$ cat src/rtl/sobel_frame_ctrl.sv
// Frame sequencer for a 3x3 Sobel datapath: counts raster pixels, fires windows, thresholds results.
// Window and edge outputs are registered one cycle after their triggers; pixels are accepted only while streaming.
module sobel_frame_ctrl #(
    parameter int IMAGE_ROW_SIZE    = 8,
    parameter int IMAGE_COLUMN_SIZE = 8,
    parameter int THRESHOLD         = 100
) (
    input  logic                                 clk,
    input  logic                                 rst_n,
    input  logic                                 start_i,
    input  logic                                 pix_valid_i,
    output logic                                 pix_ready_o,
    output logic                                 lb_wr_en_o,
    output logic [$clog2(IMAGE_ROW_SIZE)-1:0]    lb_wr_row_o,
    output logic [$clog2(IMAGE_COLUMN_SIZE)-1:0] lb_wr_col_o,
    output logic                                 win_valid_o,
    output logic [$clog2(IMAGE_ROW_SIZE)-1:0]    win_row_o,
    output logic [$clog2(IMAGE_COLUMN_SIZE)-1:0] win_col_o,
    input  logic                                 mag_valid_i,
    input  logic [10:0]                          mag_i,
    output logic                                 edge_valid_o,
    output logic                                 edge_o,
    output logic                                 busy_o,
    output logic                                 done_o
);

    localparam int RW    = $clog2(IMAGE_ROW_SIZE);
    localparam int CW    = $clog2(IMAGE_COLUMN_SIZE);
    localparam int TOTAL = (IMAGE_ROW_SIZE - 2) * (IMAGE_COLUMN_SIZE - 2);
    localparam int NW    = $clog2(TOTAL + 1);

    localparam logic [RW-1:0] ROW_LAST = RW'(IMAGE_ROW_SIZE - 1);
    localparam logic [CW-1:0] COL_LAST = CW'(IMAGE_COLUMN_SIZE - 1);
    localparam logic [RW-1:0] ROW_TWO  = RW'(2);
    localparam logic [CW-1:0] COL_TWO  = CW'(2);
    localparam logic [NW-1:0] TOTAL_N  = NW'(TOTAL);
    localparam logic [10:0]   THR      = 11'(THRESHOLD);

    typedef enum logic [1:0] {IDLE, STREAM, WAIT_RES, DONE} state_t;

    state_t        state;
    logic [RW-1:0] row;
    logic [CW-1:0] col;
    logic [NW-1:0] win_cnt;
    logic [NW-1:0] res_cnt;

    logic beat;
    logic final_beat;
    logic win_ok;
    logic res_ok;
    logic last_res;

    assign beat        = pix_valid_i & pix_ready_o;
    assign final_beat  = beat && (row == ROW_LAST) && (col == COL_LAST);
    assign win_ok      = beat && (row >= ROW_TWO) && (col >= COL_TWO) && (win_cnt != TOTAL_N);
    // Results outside an active frame, or beyond the frame's window count, are dropped.
    assign res_ok      = mag_valid_i && ((state == STREAM) || (state == WAIT_RES)) && (res_cnt != TOTAL_N);
    assign last_res    = res_ok && (res_cnt == TOTAL_N - NW'(1));

    assign lb_wr_en_o  = beat;
    assign lb_wr_row_o = row;
    assign lb_wr_col_o = col;

    always_ff @(posedge clk) begin
        if (!rst_n) begin
            state        <= IDLE;
            row          <= '0;
            col          <= '0;
            win_cnt      <= '0;
            res_cnt      <= '0;
            pix_ready_o  <= 1'b0;
            win_valid_o  <= 1'b0;
            win_row_o    <= '0;
            win_col_o    <= '0;
            edge_valid_o <= 1'b0;
            edge_o       <= 1'b0;
            busy_o       <= 1'b0;
            done_o       <= 1'b0;
        end else begin
            win_valid_o  <= 1'b0;
            edge_valid_o <= 1'b0;
            done_o       <= 1'b0;

            if (win_ok) begin
                win_valid_o <= 1'b1;
                win_row_o   <= row - RW'(1);
                win_col_o   <= col - CW'(1);
                win_cnt     <= win_cnt + NW'(1);
            end

            if (res_ok) begin
                edge_valid_o <= 1'b1;
                edge_o       <= (mag_i > THR);
                res_cnt      <= res_cnt + NW'(1);
            end

            if (beat) begin
                if (col == COL_LAST) begin
                    col <= '0;
                    row <= (row == ROW_LAST) ? '0 : row + RW'(1);
                end else begin
                    col <= col + CW'(1);
                end
            end

            case (state)
                IDLE: begin
                    if (start_i) begin
                        state       <= STREAM;
                        pix_ready_o <= 1'b1;
                        busy_o      <= 1'b1;
                        row         <= '0;
                        col         <= '0;
                        win_cnt     <= '0;
                        res_cnt     <= '0;
                    end
                end
                STREAM: begin
                    if (final_beat) begin
                        state       <= WAIT_RES;
                        pix_ready_o <= 1'b0;
                    end
                end
                WAIT_RES: begin
                    // res_cnt already includes any result taken on the final-beat cycle.
                    if ((res_cnt == TOTAL_N) || last_res) begin
                        state  <= DONE;
                        done_o <= 1'b1;
                    end
                end
                DONE: begin
                    state  <= IDLE;
                    busy_o <= 1'b0;
                end
                default: begin
                    state       <= IDLE;
                    pix_ready_o <= 1'b0;
                    busy_o      <= 1'b0;
                end
            endcase
        end
    end

endmodule

$ cat config.mk
export PLATFORM = sky130hd
export DESIGN_NAME = sobel_frame_ctrl
export DESIGN_NICKNAME = d
export VERILOG_FILES = /design/src/rtl/sobel_frame_ctrl.sv
export SDC_FILE = /design/constraint.sdc
export NUM_CORES = 1
export LEC_CHECK = 0
export CORE_ASPECT_RATIO = 2
export CORE_MARGIN = 2
export CORE_UTILIZATION = 45
export DETAILED_ROUTE_END_ITERATION = 16
export GPL_TIMING_DRIVEN = 0
export PLACE_DENSITY = 0.85
export SKIP_CTS_REPAIR_TIMING = 1
export SLEW_MARGIN = 20
export SYNTH_ARGS = -nofsm -noshare
export SYNTH_HDL_FRONTEND = slang
export SYNTH_SLANG_ARGS = --single-unit
$ cat constraint.sdc
create_clock -name clk -period 1.5 [get_ports clk]
set_input_delay 0.15 -clock clk [delete_from_list [all_inputs] [get_ports clk]]
set_output_delay 0.15 -clock clk [all_outputs]
set_load 0.005 [all_outputs]
==> flow_metrics.py <==
metrics = {
    "status": {
        "status": "finished, violations left",
        "violations": "setup timing",
    },
    "clock_tree": {
        "cts_sinks": 32,
        "clk_path_buf_depth": 2,
        "cts_root_buf": "clkbuf_8",
        "insertion_delay_ns": 0.30,
        "cts_buffers": 5,
        "tritoncts": "built",
        "htreeDepth": 2,
        "clk_pin_slew_ns": 0.07,
    },
    "synthesis": {
        "syn_area_per_cell_um2": 8.98,
        "synth_seq_area_share_pct": 39.2,
        "syn_area_um2": 1630,
        "async_flop_share_pct": 0,
        "synthFlopType": "dfxtp_1",
        "ys_ff_latch": 32,
        "synth-warning-count": 0,
        "ys_types": 47,
        "synthCells": 182,
        "syn_nets": 213,
        "synth_edf_count": 0,
    },
    "worst_setup_path": {
        "ff2ff_path_depth": 6,
        "path_buf_inv": 0,
        "critPathMostFrequentCell": "ha_1",
        "r2r-start": "lb_wr_row_o[1]$_SDFF_PN0_",
        "r2r_end": "state[0]$_SDFFE_PN0P_",
        "path_cells": "ha_1 -> ha_1 -> nand2_1 -> o21ai_2 -> o211ai_1 -> a221oi_2",
        "critPathLaunchType": "flop",
        "ff2ff_setup_slack_ns": -0.07,
        "worstSetupEndpoint": "state[0]$_SDFFE_PN0P_",
        "crit_cells": 6,
        "critPathMaxFanout": 6,
        "required_ns": 1.70,
        "criticalPathCategory": "reg -> reg",
        "critPathArrivalTime_ns": 1.77,
        "cpLargestDelayFamily": "compound AO/OA/AOI/OAI gates",
        "critPathMaxStageDelay_ns": 0.40,
        "cp-end-kind": "flop",
        "cp_slowest_cell": "dfxtp_4",
        "startpoint": "lb_wr_row_o[1]$_SDFF_PN0_",
    },
    "finish": {
        "final_common_cell": "clkdlybuf4s50_1",
        "nets": 260,
        "multiInputGateArea_um2": 1080,
        "area_growth_pct": 45.7,
        "mostFrequentLayoutCells": "31 x clkdlybuf4s50_1, 20 x dfxtp_1, 17 x nor2_1",
        "drive_above_1_share_pct": 29.6,
        "final-seq-area_um2": 671,
        "fillers": 265,
        "antenna-diode-count": 0,
        "fin_area_um2": 2380,
    },
    "place": {
        "placed_area_um2": 2030,
        "place.gp.congestion": 0.825,
        "hpwl_um": 2580,
        "port_buffers": 33,
    },
    "timing": {
        "hold_violations": 0,
        "fin_ws_ns": -0.0731,
        "slew_violations": 0,
        "finalSetupViolCount": 2,
        "rsz0062_at_grt": "true",
        "min_period_ns": 1.57,
        "relSlewSlack_pct": 71.5,
        "finClkSkew_ns": 0.00357,
        "timing.setup.tns_ns": -0.0748,
        "worst_slew_pin_slew_ns": 0.424,
        "fmax_mhz": 636,
        "finalCritPeriodShare_pct": 105,
    },
    "routing": {
        "drt-initial-drc-count": 21,
        "dr.pass1.iters": 4,
        "viasPerCell": 5.30,
        "vias": 1480,
        "routed_wirelength_um": 4100,
        "wl_per_cell_um": 14.7,
        "antenna_left": 0,
        "drc_errors": 0,
    },
    "global_routing": {
        "gr-total-overflow": 0,
        "met1_usage_pct": 22.8,
        "track_usage_pct": 19.4,
        "use_met3_pct": 5.25,
        "antenna_found_initial": 0,
        "grt_pass1_wl_um": 5880,
        "grt_max_degree": 11,
        "grt-busiest-layer": "met2",
        "grt_use_met2_pct": 31.2,
        "grt_pass1_vias": 1368,
    },
    "die": {
        "initial_core_util_pct": 46.3,
        "die_w_um": 46.6,
        "coreArea_um2": 3530,
        "io_pins": 35,
        "core.rowCount": 31,
        "dieHeight_um": 89.2,
        "dieArea_um2": 4160,
    },
    "power": {
        "ir_drop_mv": 0.943,
        "cellPowerDensity_nw_per_um2": 1050,
        "p_leak_uw": 0.000875,
    },
    "hold_path": {
        "hold_path.class": "in -> reg",
    },
    "run": {
        "drv_cap": 0,
    },
}
==> cell type report <==
| class | instances | share of cell area [%] |
|---|---|---|
| Timing Repair Buffer | 40 | 16.3 |
| Buffer | 4 | 1.31 |
| Clock inverter | 2 | 0.420 |
| Clock buffer | 6 | 3.47 |
| Inverter | 15 | 2.57 |
| Sequential cell | 32 | 28.2 |
| Tap cell | 49 | 2.57 |
| Multi-Input combinational cell | 131 | 45.2 |
==> routing by layer <==
metal | vias to the layer above | routed length, um
li1 | 736 | -
met1 | 696 | 1700
met2 | 36 | 2110
met3 | 12 | 177
met4 | 0 | 108
met5 | - | 0
==> cells by family after synthesis <==
kind of cell	after synthesis	synth area share, %
compound gates	43	18.5
xor+xnor	7	3.75
fa+ha+maj	15	11.5
buf+inv	19	4.67
flops	32	39.2
mux	5	3.06
simple gates	61	19.4
==> worst min path at each step <==
stage | from | endpoint | slack (ns) | depth (start not counted)
finish | rst_n | state[1]$_SDFFE_PN0P_ | 0.22 | 3
global route | rst_n | edge_valid_o$_SDFF_PN0_ | 0.27 | 2
CTS | rst_n | state[1]$_SDFFE_PN0P_ | 0.23 | 3
detailed placement | busy_o$_SDFFE_PN0P_ | busy_o$_SDFFE_PN0P_ | 0.48 | 2
global placement | res_cnt[5]$_SDFF_PN0_ | res_cnt[5]$_SDFF_PN0_ | 0.47 | 2
floorplan | mag_i[8] | edge_o$_SDFFE_PN0P_ | 0.34 | 2
==> registers in the layout, indices dropped and copies added (netlist names) <==
signal and count:
busy_o 1, done_o 1, edge_o 1, edge_valid_o 1
lb_wr_col_o 3, lb_wr_row_o 3, pix_ready_o 1, res_cnt 6
state 2, win_cnt 6, win_col_o 3, win_row_o 3
win_valid_o 1
==> cell usage after synthesis (3+ instances only) <==
| library cell | instances | area [um^2] |
|---|---|---|
| nor4_1 | 3 | 18.8 |
| dfxtp_1 | 32 | 641 |
| a211oi_1 | 6 | 45.0 |
| xnor2_1 | 6 | 52.6 |
| o21ai_1 | 3 | 15.0 |
| ha_1 | 15 | 188 |
| a21oi_1 | 16 | 80.1 |
| nand2_1 | 18 | 67.6 |
| nand3_1 | 5 | 25.0 |
| or3_1 | 3 | 18.8 |
| nor2_1 | 17 | 63.8 |
| inv_1 | 13 | 48.8 |
| mux2i_1 | 5 | 50.1 |
==> worst reg2reg max path, stage by stage (launching register included) <==
cell and delay, ns:
dfxtp_4 0.40, ha_1 0.15, ha_1 0.21, nand2_1 0.09
o21ai_2 0.17, o211ai_1 0.16, a221oi_2 0.28
==> power by group <==
group	internal, uW	total [uW]	switching [uW]	leakage [uW]
combinational	389	769	380	0.000558
clock	366	711	345	0.0000510
sequential	938	1020	80.4	0.000266
==> stage by stage <==
stage | setup WS [ns] | utilization [%] | total power (uW) | hold slack [ns] | instances
finish | -0.0731 | 67.5 | 2500 | 0.216 | 279
global route | -0.139 | 67.5 | 2620 | 0.272 | 279
CTS | -0.269 | 60.0 | 2340 | 0.230 | 272
detailed placement | -0.266 | 57.4 | 1640 | 0.479 | 264
global placement | -0.240 | 57.4 | 1620 | 0.469 | 264
floorplan | 0.00160 | - | 1410 | 0.340 | 182
Note: power is estimated with default switching activity, not from simulation.
